===== src/rtl/btn_conditioner.sv =====
// Conditions three raw push buttons into stopwatch controls: run-level toggle, store pulse, load pulse.
// Optional macro BTN_RUN_LOCKOUT_EN suppresses store/load events while running.
module btn_conditioner #(
  parameter int DB_CYCLES = 1_000_000,
  parameter int CNT_W     = 20
) (
  input  logic clk,
  input  logic reset,
  input  logic btn_start,
  input  logic btn_store,
  input  logic btn_load,
  output logic en,
  output logic store,
  output logic load
);

  localparam logic [CNT_W-1:0] DbLast = CNT_W'(DB_CYCLES - 1);

  // Bit 0 = start, bit 1 = store, bit 2 = load throughout.
  logic [2:0]            rawBtn;
  logic [2:0]            syncMeta_q;
  logic [2:0]            syncOut_q;
  logic [2:0]            stable_q;
  logic [2:0]            stable_d;
  logic [2:0]            stableDly_q;
  logic [2:0][CNT_W-1:0] cnt_q;
  logic [2:0][CNT_W-1:0] cnt_d;
  logic [2:0]            press;
  logic                  sideAllowed;
  logic                  en_q;
  logic                  en_d;
  logic                  store_q;
  logic                  store_d;
  logic                  load_q;
  logic                  load_d;

  assign rawBtn = {btn_load, btn_store, btn_start};

  // The counter only runs while the synchronized level disagrees with the accepted level.
  always_comb begin
    stable_d = stable_q;
    cnt_d    = '0;
    for (int i = 0; i < 3; i++) begin
      if (syncOut_q[i] != stable_q[i]) begin
        if (cnt_q[i] == DbLast) begin
          stable_d[i] = ~stable_q[i];
        end else begin
          cnt_d[i] = cnt_q[i] + CNT_W'(1);
        end
      end
    end
  end

  assign press = stable_q & ~stableDly_q;

`ifdef BTN_RUN_LOCKOUT_EN
  assign sideAllowed = ~en_q;
`else
  assign sideAllowed = 1'b1;
`endif

  // Start wins over store, store wins over load; losers are dropped, never queued.
  always_comb begin
    en_d    = en_q ^ press[0];
    store_d = sideAllowed & press[1] & ~press[0];
    load_d  = sideAllowed & press[2] & ~press[1] & ~press[0];
  end

  always_ff @(posedge clk) begin
    if (!reset) begin
      syncMeta_q  <= '0;
      syncOut_q   <= '0;
      stable_q    <= '0;
      stableDly_q <= '0;
      cnt_q       <= '0;
      en_q        <= 1'b0;
      store_q     <= 1'b0;
      load_q      <= 1'b0;
    end else begin
      syncMeta_q  <= rawBtn;
      syncOut_q   <= syncMeta_q;
      stable_q    <= stable_d;
      stableDly_q <= stable_q;
      cnt_q       <= cnt_d;
      en_q        <= en_d;
      store_q     <= store_d;
      load_q      <= load_d;
    end
  end

  assign en    = en_q;
  assign store = store_q;
  assign load  = load_q;

endmodule

===== config.mk =====
export PLATFORM = sky130hd
export DESIGN_NAME = btn_conditioner
export DESIGN_NICKNAME = d
export VERILOG_FILES = /design/src/rtl/btn_conditioner.sv
export SDC_FILE = /design/constraint.sdc
export NUM_CORES = 1
export LEC_CHECK = 0
export ABC_AREA = 1
export ABC_CLOCK_PERIOD_IN_PS = 4300
export CAP_MARGIN = 10
export CORE_MARGIN = 1
export CORE_UTILIZATION = 50
export DETAILED_ROUTE_END_ITERATION = 8
export HOLD_SLACK_MARGIN = 0.1
export PLACE_DENSITY = 0.66
export SLEW_MARGIN = 40
export SYNTH_ARGS = -nofsm -noshare
export SYNTH_HDL_FRONTEND = slang
export SYNTH_SLANG_ARGS = --single-unit

===== constraint.sdc =====
create_clock -name clk -period 4.3 [get_ports clk]
set_input_delay 0.43 -clock clk [delete_from_list [all_inputs] [get_ports clk]]
set_output_delay 0.43 -clock clk [all_outputs]
set_load 0.005 [all_outputs]

==> flow_metrics.py <==
metrics = {
    "placed_design": {
        "dpl_cell_area_sq_um": 3810,
        "place_ws_ns": 1.94,
        "place_hpwl_um": 5000,
        "gp_congestion": 0.860,
        "io_buffers": 7,
    },
    "sta": {
        "relSlewSlack_pct": 51.9,
        "setup_slack_ns": 2.33,
        "fin_skew_ns": 0.0138,
        "slew_viol_final": 0,
        "hold_viol": 0,
        "setup_viol": 0,
        "clock.fmax_mhz": 507,
        "fin_crit_ns": 1.97,
        "fin_tns_setup_ns": 0,
        "whs_ns": 0.410,
        "period_share_pct": 45.8,
        "worst_pin_slew_ns": 0.719,
        "rsz0062_at_grt": "false",
    },
    "worst_setup_path": {
        "arrival_ns": 2.19,
        "path_class": "register to register",
        "crit_slowest_cell": "nand2_1",
        "worstPathRequired_ns": 4.51,
        "crit_path_start_kind": "register",
        "setup.worst_path.end_class": "register",
        "crit_chain": "ha_1 > nand3_4 > nor2_8 > nand3_2 > nand2_1 > nor2_1",
        "cp_max_fo": 20,
        "cpPeakStageDelay_ns": 0.56,
    },
    "power": {
        "power_frac_seq_pct": 52.8,
        "pwr-share-comb_pct": 1.2,
        "power_w": 0.00132,
        "p_per_area_nw_per_um2": 328,
        "p_clk_share_pct": 45.9,
        "p_sw_w": 0.000289,
        "vdd_drop_max_uv": 163,
        "netSwitchingFraction_pct": 21.8,
        "p_leak_nw": 1.27,
        "p_int_w": 0.00103,
    },
    "die": {
        "dieArea_sq_um": 7690,
        "design.core.area_sq_um": 6940,
        "placementRows": 30,
        "initial_core_util_pct": 52.9,
        "die_width_um": 87.7,
        "die_height_um": 87.7,
        "pin_count": 8,
    },
    "min_path": {
        "hold_path_class": "register to register",
    },
    "synth": {
        "syn-cell-area_sq_um": 3670,
        "ys_seq_area_share_pct": 40.9,
        "synth_commonest_cells": "nand2_1 (132), nor2_1 (106), dfxtp_1 (75)",
        "async_flop_share_pct": 0,
        "synth_top_flop_cell": "dfxtp_1",
        "synth_most_common_cell": "nand2_1",
        "synth_cells": 522,
        "syn_avg_cell_area_sq_um": 7.04,
        "synth_fp_nets": 530,
        "yosysTopAreaCellShare_pct": 40.9,
        "synth-edff-count": 0,
        "synth-seq-cells": 75,
        "yosys.cell_types.count": 29,
        "synth_top_area_cell": "dfxtp_1",
        "yosys_warnings": 0,
        "netlist_top_cells_area": "dfxtp_1 (41%), nand2_1 (13%), nor2_1 (11%), inv_1 (5.3%), nand3_1 (4.2%)",
    },
    "routing": {
        "m1WireLength_um": 3400,
        "wl_per_cell_um": 10.7,
        "drt_iter0_markers": 105,
        "drcViolationCount": 0,
        "finalWirelength_um": 6810,
        "wl_met2_um": 3060,
        "avgViaCountPerCell": 4.82,
        "vias": 3063,
        "antenna_left": 0,
        "firstDrtPassIters": 4,
        "routed-wl-met3_um": 253,
        "top_layer": "met4",
    },
    "global_routing": {
        "grt_first_pass_wirelength_um": 12000,
        "grt_usage_pct": 20.0,
        "grt_overflow": 0,
        "grt_pass1_vias": 2847,
        "grt_max_degree": 21,
        "antenna_found_initial": 0,
    },
    "clock_tree": {
        "post_cts_resized": 0,
        "htree_levels": 3,
        "clk_pin_slew_ns": 0.09,
        "cts_hold_buf": 0,
        "post-cts-setup-buffer-count": 0,
        "cts_tree": "yes",
        "clock-sinks": 75,
        "worstSkewPairLatency_ns": 0.36,
        "cts_buffers": 9,
        "cts_buffer_depth": 2,
        "clock-root-buffer": "clkbuf_8",
    },
    "run": {
        "drv_cap": 0,
    },
    "status": {
        "status": "finished clean",
    },
    "final_layout": {
        "final_area_sq_um": 4030,
        "drive_gt1_share_pct": 10.0,
        "n_fill_cell": 688,
        "antenna_cells": 0,
        "nets": 542,
        "area_delta_synth_final_pct": 9.81,
    },
}
## metrics by stage
step | utilization [%] | instances
after floorplan | - | 522
after global placement | 54.9 | 619
after detailed placement | 54.9 | 619
after CTS | 58.1 | 635
after global routing | 58.1 | 635
final | 58.1 | 635
## cell type report
| class | instances | area, sq um | area share, % |
|---|---|---|---|
| flip-flops and latches | 75 | 1500 | 37.2 |
| inverters | 54 | 203 | 5.02 |
| well taps | 96 | 120 | 2.98 |
| repair buffers | 7 | 70.1 | 1.74 |
| clock buffers | 9 | 124 | 3.07 |
| clock inverters | 7 | 98.8 | 2.45 |
| multi-input cells | 387 | 1920 | 47.5 |
## worst paths after layout
path,startpoint,endpoint,slack [ns],cells after the start
min reg2reg,stableDly_q[2],load,0.41,1
min,stableDly_q[2],load,0.41,1
max reg2reg,cnt_q[40],cnt_q[58],2.33,6
max,cnt_q[40],cnt_q[58],2.33,6
## critical path: cells and delay by family (launching register included)
kind | cells | cell delay [ns]
fa+ha+maj | 1 | 0.27
flops | 1 | 0.47
simple gates | 5 | 1.10
## layout by cell type, fill, tap and decap left out, drive strengths merged, types with 2 or more instances in the layout
cell,synthesis,final
xnor2,10,10
o21bai,2,2
dfxtp,75,75
nand3,36,36
nor2,125,125
clkinv,0,2
bufinv,0,2
xor2,15,15
nand4,12,12
clkdlybuf4s50,0,7
clkbuf,1,9
ha,3,3
inv,54,56
nor3,5,5
or2,4,4
nand3b,4,4
o21ai,10,10
nand2,135,135
a21oi,26,26
## routing by layer
| metal | global-route usage (%) | vias up |
|---|---|---|
| met2 | 32.7 | 35 |
| met1 | 25.1 | 1353 |
| li1 | - | 1666 |
| met5 | 0 | - |
| met3 | 5.66 | 9 |
| met4 | 7.60 | 0 |
## registers in the layout, summed over array words and instances, names as in the netlist
signal / flops
stable_q: 3
syncOut_q: 3
cnt_q: 60
load: 1
stableDly_q: 3
en: 1
syncMeta_q: 3
store: 1
## kinds of logic (layout without fill, tap and decap cells)
kind of cell / Yosys count / in the layout / synth area share [%]
simple gates: 321 / 321 / 39.2
compound gates: 38 / 38 / 6.03
buf+inv: 60 / 77 / 6.95
flops: 75 / 75 / 40.9
fa+ha+maj: 3 / 3 / 1.02
xor+xnor: 25 / 25 / 5.96
## power groups by stage
stage               registers, W   logic, W  clock network (W)
floorplan               0.000715  0.0000123                  0
global placement        0.000715  0.0000164                  0
detailed placement      0.000715  0.0000168                  0
CTS                     0.000699  0.0000169           0.000625
global route            0.000700  0.0000190           0.000651
finish                  0.000699  0.0000165           0.000607
(Power assumes the default switching activity.)
